--- src/rtl/rtc_multi_alarm.sv ---
// rtc_multi_alarm: 24-h binary real-time clock with NUM_ALARMS alarm channels, 12/24-h display and ring timeout.
// Snooze support is compiled in only when RTC_SNOOZE_EN is defined.
module rtc_multi_alarm #(
   parameter int CLOCK_FREQ = 50000000,
   parameter int NUM_ALARMS = 4,
   parameter int RING_SEC   = 60,
   parameter int SNOOZE_SEC = 300,
   localparam int AW = (NUM_ALARMS > 1) ? $clog2(NUM_ALARMS) : 1
) (
   input  logic                  clk,
   input  logic                  reset,
   input  logic                  time_set,
   input  logic [7:0]            set_hours,
   input  logic [7:0]            set_minutes,
   input  logic [7:0]            set_seconds,
   input  logic                  alarm_wr,
   input  logic [AW-1:0]         alarm_idx,
   input  logic [7:0]            alarm_hours,
   input  logic [7:0]            alarm_minutes,
   input  logic [7:0]            alarm_seconds,
   input  logic                  alarm_en_in,
   input  logic                  snooze,
   input  logic                  dismiss,
   input  logic                  mode_12h,
   output logic [7:0]            hours,
   output logic [7:0]            minutes,
   output logic [7:0]            seconds,
   output logic                  am_pm,
   output logic                  tick_1hz,
   output logic [NUM_ALARMS-1:0] alarm_ring,
   output logic                  alarm_any
);
   localparam int PW   = $clog2(CLOCK_FREQ);
   localparam int CMAX = (RING_SEC > SNOOZE_SEC) ? RING_SEC : SNOOZE_SEC;
   localparam int CW   = $clog2(CMAX + 1);
   typedef enum logic [1:0] {IDLE, RINGING, SNOOZED} state_t;
   logic [PW-1:0]         presc_q, presc_d;
   logic [7:0]            hr_q, hr_d, min_q, min_d, sec_q, sec_d;
   logic [7:0]            ahr_q [NUM_ALARMS];
   logic [7:0]            ahr_d [NUM_ALARMS];
   logic [7:0]            amin_q [NUM_ALARMS];
   logic [7:0]            amin_d [NUM_ALARMS];
   logic [7:0]            asec_q [NUM_ALARMS];
   logic [7:0]            asec_d [NUM_ALARMS];
   logic [NUM_ALARMS-1:0] en_q, en_d;
   state_t                st_q [NUM_ALARMS];
   state_t                st_d [NUM_ALARMS];
   logic [CW-1:0]         cnt_q [NUM_ALARMS];
   logic [CW-1:0]         cnt_d [NUM_ALARMS];
   logic                  tick, load, adv, wr_ok, s_wrap, m_wrap;
   logic [7:0]            hr_inc, min_inc, sec_inc;
`ifndef RTC_SNOOZE_EN
   logic                  unused_snooze;
   assign unused_snooze = snooze;
`endif
   assign tick    = presc_q == PW'(CLOCK_FREQ - 1);
   assign load    = time_set && set_hours < 8'd24 && set_minutes < 8'd60 && set_seconds < 8'd60;
   // a valid load in a tick cycle suppresses both the advance and alarm matching
   assign adv     = tick && !load;
   assign wr_ok   = alarm_wr && alarm_hours < 8'd24 && alarm_minutes < 8'd60 &&
                    alarm_seconds < 8'd60 && int'(alarm_idx) < NUM_ALARMS;
   assign s_wrap  = sec_q == 8'd59;
   assign m_wrap  = s_wrap && min_q == 8'd59;
   assign sec_inc = s_wrap ? 8'd0 : sec_q + 8'd1;
   assign min_inc = s_wrap ? (min_q == 8'd59 ? 8'd0 : min_q + 8'd1) : min_q;
   assign hr_inc  = m_wrap ? (hr_q == 8'd23 ? 8'd0 : hr_q + 8'd1) : hr_q;
   assign hours    = !mode_12h ? hr_q : hr_q == 8'd0 ? 8'd12 : hr_q > 8'd12 ? hr_q - 8'd12 : hr_q;
   assign am_pm    = mode_12h && hr_q >= 8'd12;
   assign minutes  = min_q;
   assign seconds  = sec_q;
   assign tick_1hz = tick;
   assign alarm_any = |alarm_ring;
   always_comb begin
      presc_d = (load || tick) ? '0 : presc_q + 1'b1;
      hr_d    = load ? set_hours   : adv ? hr_inc  : hr_q;
      min_d   = load ? set_minutes : adv ? min_inc : min_q;
      sec_d   = load ? set_seconds : adv ? sec_inc : sec_q;
      en_d    = en_q;
      for (int i = 0; i < NUM_ALARMS; i++) begin
         ahr_d[i]      = ahr_q[i];
         amin_d[i]     = amin_q[i];
         asec_d[i]     = asec_q[i];
         st_d[i]       = st_q[i];
         cnt_d[i]      = cnt_q[i];
         alarm_ring[i] = st_q[i] == RINGING;
         if (wr_ok && alarm_idx == AW'(i)) begin
            ahr_d[i]  = alarm_hours;
            amin_d[i] = alarm_minutes;
            asec_d[i] = alarm_seconds;
            en_d[i]   = alarm_en_in;
            st_d[i]   = IDLE;
            cnt_d[i]  = '0;
         end else if (dismiss && st_q[i] != IDLE) begin
            st_d[i] = IDLE;
`ifdef RTC_SNOOZE_EN
         end else if (snooze && st_q[i] == RINGING) begin
            st_d[i]  = SNOOZED;
            cnt_d[i] = CW'(SNOOZE_SEC);
`endif
         end else if (adv && st_q[i] == IDLE) begin
            if (en_q[i] && hr_inc == ahr_q[i] && min_inc == amin_q[i] && sec_inc == asec_q[i]) begin
               st_d[i]  = RINGING;
               cnt_d[i] = CW'(RING_SEC);
            end
         end else if (adv) begin
            cnt_d[i] = cnt_q[i] - 1'b1;
            if (cnt_q[i] == CW'(1)) begin
               st_d[i]  = st_q[i] == RINGING ? IDLE : RINGING;
               cnt_d[i] = st_q[i] == RINGING ? '0 : CW'(RING_SEC);
            end
         end
      end
   end
   always_ff @(posedge clk or posedge reset) begin
      if (reset) begin
         presc_q <= '0;
         hr_q    <= '0;
         min_q   <= '0;
         sec_q   <= '0;
         en_q    <= '0;
         for (int i = 0; i < NUM_ALARMS; i++) begin
            ahr_q[i]  <= '0;
            amin_q[i] <= '0;
            asec_q[i] <= '0;
            st_q[i]   <= IDLE;
            cnt_q[i]  <= '0;
         end
      end else begin
         presc_q <= presc_d;
         hr_q    <= hr_d;
         min_q   <= min_d;
         sec_q   <= sec_d;
         en_q    <= en_d;
         for (int i = 0; i < NUM_ALARMS; i++) begin
            ahr_q[i]  <= ahr_d[i];
            amin_q[i] <= amin_d[i];
            asec_q[i] <= asec_d[i];
            st_q[i]   <= st_d[i];
            cnt_q[i]  <= cnt_d[i];
         end
      end
   end
endmodule

--- config.mk ---
export PLATFORM = sky130hd
export DESIGN_NAME = rtc_multi_alarm
export DESIGN_NICKNAME = d
export VERILOG_FILES = /design/src/rtl/rtc_multi_alarm.sv
export SDC_FILE = /design/constraint.sdc
export NUM_CORES = 1
export LEC_CHECK = 0
export CELL_PAD_IN_SITES_DETAIL_PLACEMENT = 1
export CELL_PAD_IN_SITES_GLOBAL_PLACEMENT = 1
export CORE_MARGIN = 2
export CORE_UTILIZATION = 41
export CTS_CLUSTER_DIAMETER = 120
export DETAILED_ROUTE_END_ITERATION = 6
export PLACE_DENSITY_LB_ADDON = 0.1
export SLEW_MARGIN = 20
export SYNTH_ARGS = -nofsm -noshare
export SYNTH_HDL_FRONTEND = slang
export SYNTH_SLANG_ARGS = --single-unit
--- constraint.sdc ---
create_clock -name clk -period 7.8 [get_ports clk]
set_input_delay 2.34 -clock clk [delete_from_list [all_inputs] [get_ports clk]]
set_output_delay 2.34 -clock clk [all_outputs]
set_load 0.01 [all_outputs]
==> flow_summary.yaml <==
run_status:
  run_status: "complete, no violations"
sta:
  worstMarginPinSlew_ns: 1.06
  fin_setup_tns_ns: 0
  finalHoldViolations: 0
  slew_viol_final: 0
  rsz0062_at_grt: "no"
  min_period_ns: 6.68
  skew_ns: 0.0146
  worst_slack_ns: 1.12
  max_freq_mhz: 150
  period_share: 0.857
  setup_viol: 0
  slew_headroom: 0.292
global_routing:
  grt_pass1_vias: 11600
  grt_first_pass_wirelength_mm: 69.4
  grt_max_degree: 97
  grt-ovfl-total: 0
  grt_use_total: 0.294
  antenna_found_initial: 1
clock_network:
  post_cts_resized: 0
  cts_sinks: 190
  clkTransAtPathRegs_ns: 0.08
  cts_buffers: 17
  hold_buffers: 0
  postCtsSetupBuffers: 0
  h-tree-depth: 4
  clk_latency_ns: 0.45
  root_buffer: "clkbuf_16"
  clock_path_buffers: 2
  cts_tree: "done"
routing:
  drt_iter0_markers: 864
  drc: 0
  dr.pass1.iters: 5
  ant_nets: 0
  via_per_inst: 6.10
  routed-via-count: 11400
  drt_wl_total_mm: 44.4
  wire_per_inst_microns: 23.8
placement:
  pre_cts_ws_ns: 1.12
  place.gp.congestion: 0.962
  hpwl_mm: 32.3
  io_buffers: 87
layout:
  drive_gt1_frac: 0.0756
  areaGrowthSynthToFinish_pct: 15.4
  antenna_cells: 0
  multi_input_area_sq_um: 6960
  seq_area_sq_um: 4750
  fillers: 3408
  nets: 1545
floorplan:
  die_y_microns: 176
  rows: 62
  fp.dieArea_sq_um: 31000
  initial_core_util: 0.419
  die_x_microns: 176
  pin_count: 89
  core_area_sq_um: 28900
synth:
  synth_top_cell_by_area: "dfrtp_1"
  ys_warn_count: 0
  avgSynthCellArea_sq_um: 8.58
  syn_inst: 1413
  syn_area_sq_um: 12100
  synth_fp_nets: 1489
  synth_top_area_frac: 0.392
  async_flop_share: 1.00
  synth-edff-count: 0
  synth_area_leaders: "dfrtp_1, nand2_1, nor2_1, xor2_1, a21oi_1"
  yosysSeqAreaShare: 0.392
  ys_seq_elements: 190
  synth.distinct_cells: 87
  synth-main-ff-cell: "dfrtp_1"
setup_path:
  endpoint_kind: "output port"
  r2r_setup_slack_ns: 2.22
  worstSetupPathType: "in -> out"
  cp_data_required_time_ns: 5.46
  startpoint_type: "input port"
  worst-endpoint-arrival_ns: 4.34
  cp_max_fo: 5
power_and_ir_drop:
  vdd_drop_max_mv: 0.118
  power_density_nw_per_um2: 176
  power_leakage_nw: 6.05
hold_path:
  holdCritPathClass: "reg -> reg"
flow_run:
  maxCapViolations: 0
[through the flow]
stage	std cells	utilization	instance area [sq um]	hold WS, ns	power [mW]
after floorplan	1413	-	12100	0.432	1.34
after global placement	1834	0.462	13400	0.472	1.52
after detailed placement	1834	0.462	13400	0.477	1.53
after CTS	1866	0.483	14000	0.492	2.47
after global routing	1866	0.483	14000	0.517	2.56
final	1866	0.483	14000	0.482	2.46
[registers in the layout (all words and copies together) (netlist names), 8 cells and up]
name,count
presc_q,26
cnt_q,36
amin_q,32
hr_q,8
ahr_q,32
asec_q,32
minutes,8
seconds,8
[cells in the final DEF, fill, tap and decap left out, types with 9 or more instances in the layout]
cell,instances
a211oi_1,9
a21oi_1,80
a31oi_1,17
and2_1,31
and3_1,13
buf_4,20
clkbuf_16,17
clkdlybuf4s50_1,87
dfrtp_1,190
ha_1,18
inv_1,40
mux2_2,34
mux2i_1,9
nand2_1,206
nand2b_1,19
nand3_1,50
nand4_1,34
nor2_1,107
nor2b_1,24
nor3_1,42
nor4_1,31
nor4b_1,11
o211ai_1,10
o21ai_0,78
or3_1,21
xnor2_1,44
xor2_1,46
[final timing paths]
path                            start    endpoint  cells after the start
max in group asynchronous       reset   asec_q[7]                      3
hold reg to reg             cnt_q[34]   cnt_q[34]                      1
min in group asynchronous       reset  amin_q[12]                      2
hold / removal              cnt_q[34]   cnt_q[34]                      1
setup / recovery             mode_12h    hours[7]                      7
setup reg to reg           seconds[0]   cnt_q[10]                     10
[where the power goes]
part	internal, mW	switching, mW
Sequential	1.02	0.0772
Combinational	0.166	0.251
Clock	0.493	0.454
Total	1.68	0.783
[cell usage after synthesis, drive strengths merged (6+ instances only)]
cell type and instances:
a2111oi 8, a211oi 10, a21boi 6, a21o 7
a21oi 80, a31oi 17, and2 32, and3 13
and4 7, buf 15, clkbuf 55, dfrtp 190
ha 18, inv 41, mux2 34, mux2i 9
nand2 207, nand2b 19, nand3 50, nand3b 8
nand4 34, nor2 108, nor2b 24, nor3 45
nor4 35, nor4b 12, o2111ai 8, o211ai 10
o21a 7, o21ai 81, o21bai 8, o311ai 7
or2 7, or3 21, or4 7, xnor2 44
xor2 46
[area by class of cell]
class	instances	share of cell area
well taps	384	0.0343
repair buffers	107	0.0730
clock inverters	15	0.0137
multi-input cells	1112	0.497
flip-flops and latches	190	0.340
clock buffers	17	0.0304
inverters	41	0.0115
[per-layer routing]
| layer | global-route usage | part of all wire | up-vias | wire [microns] |
|---|---|---|---|---|
| li1 | - | - | 5209 | - |
| met1 | 0.398 | 0.45 | 5760 | 19900 |
| met2 | 0.466 | 0.46 | 338 | 20400 |
| met3 | 0.0568 | 0.059 | 73 | 2620 |
| met4 | 0.113 | 0.034 | 0 | 1530 |
| met5 | 0 | 0 | - | 0 |
[kinds of logic after synthesis]
group                    count (synthesis)  share of synthesized area
adder cells (fa/ha/maj)                 18                     0.0186
AO/OA/AOI/OAI                          308                      0.166
buffers and inverters                  111                     0.0364
XOR/XNOR                                95                     0.0743
AND/OR/NAND/NOR                        648                      0.273
flip-flops                             190                      0.392
multiplexers                            43                     0.0390
[critical path: stages]
cell and delay, ns:
clkdlybuf4s50_1 0.49, o31a_1 0.19, nand2_1 0.14, a211oi_1 0.37, nand2_1 0.12, xnor2_1 0.14, clkdlybuf4s50_1 0.55
(Power assumes the default switching activity.)
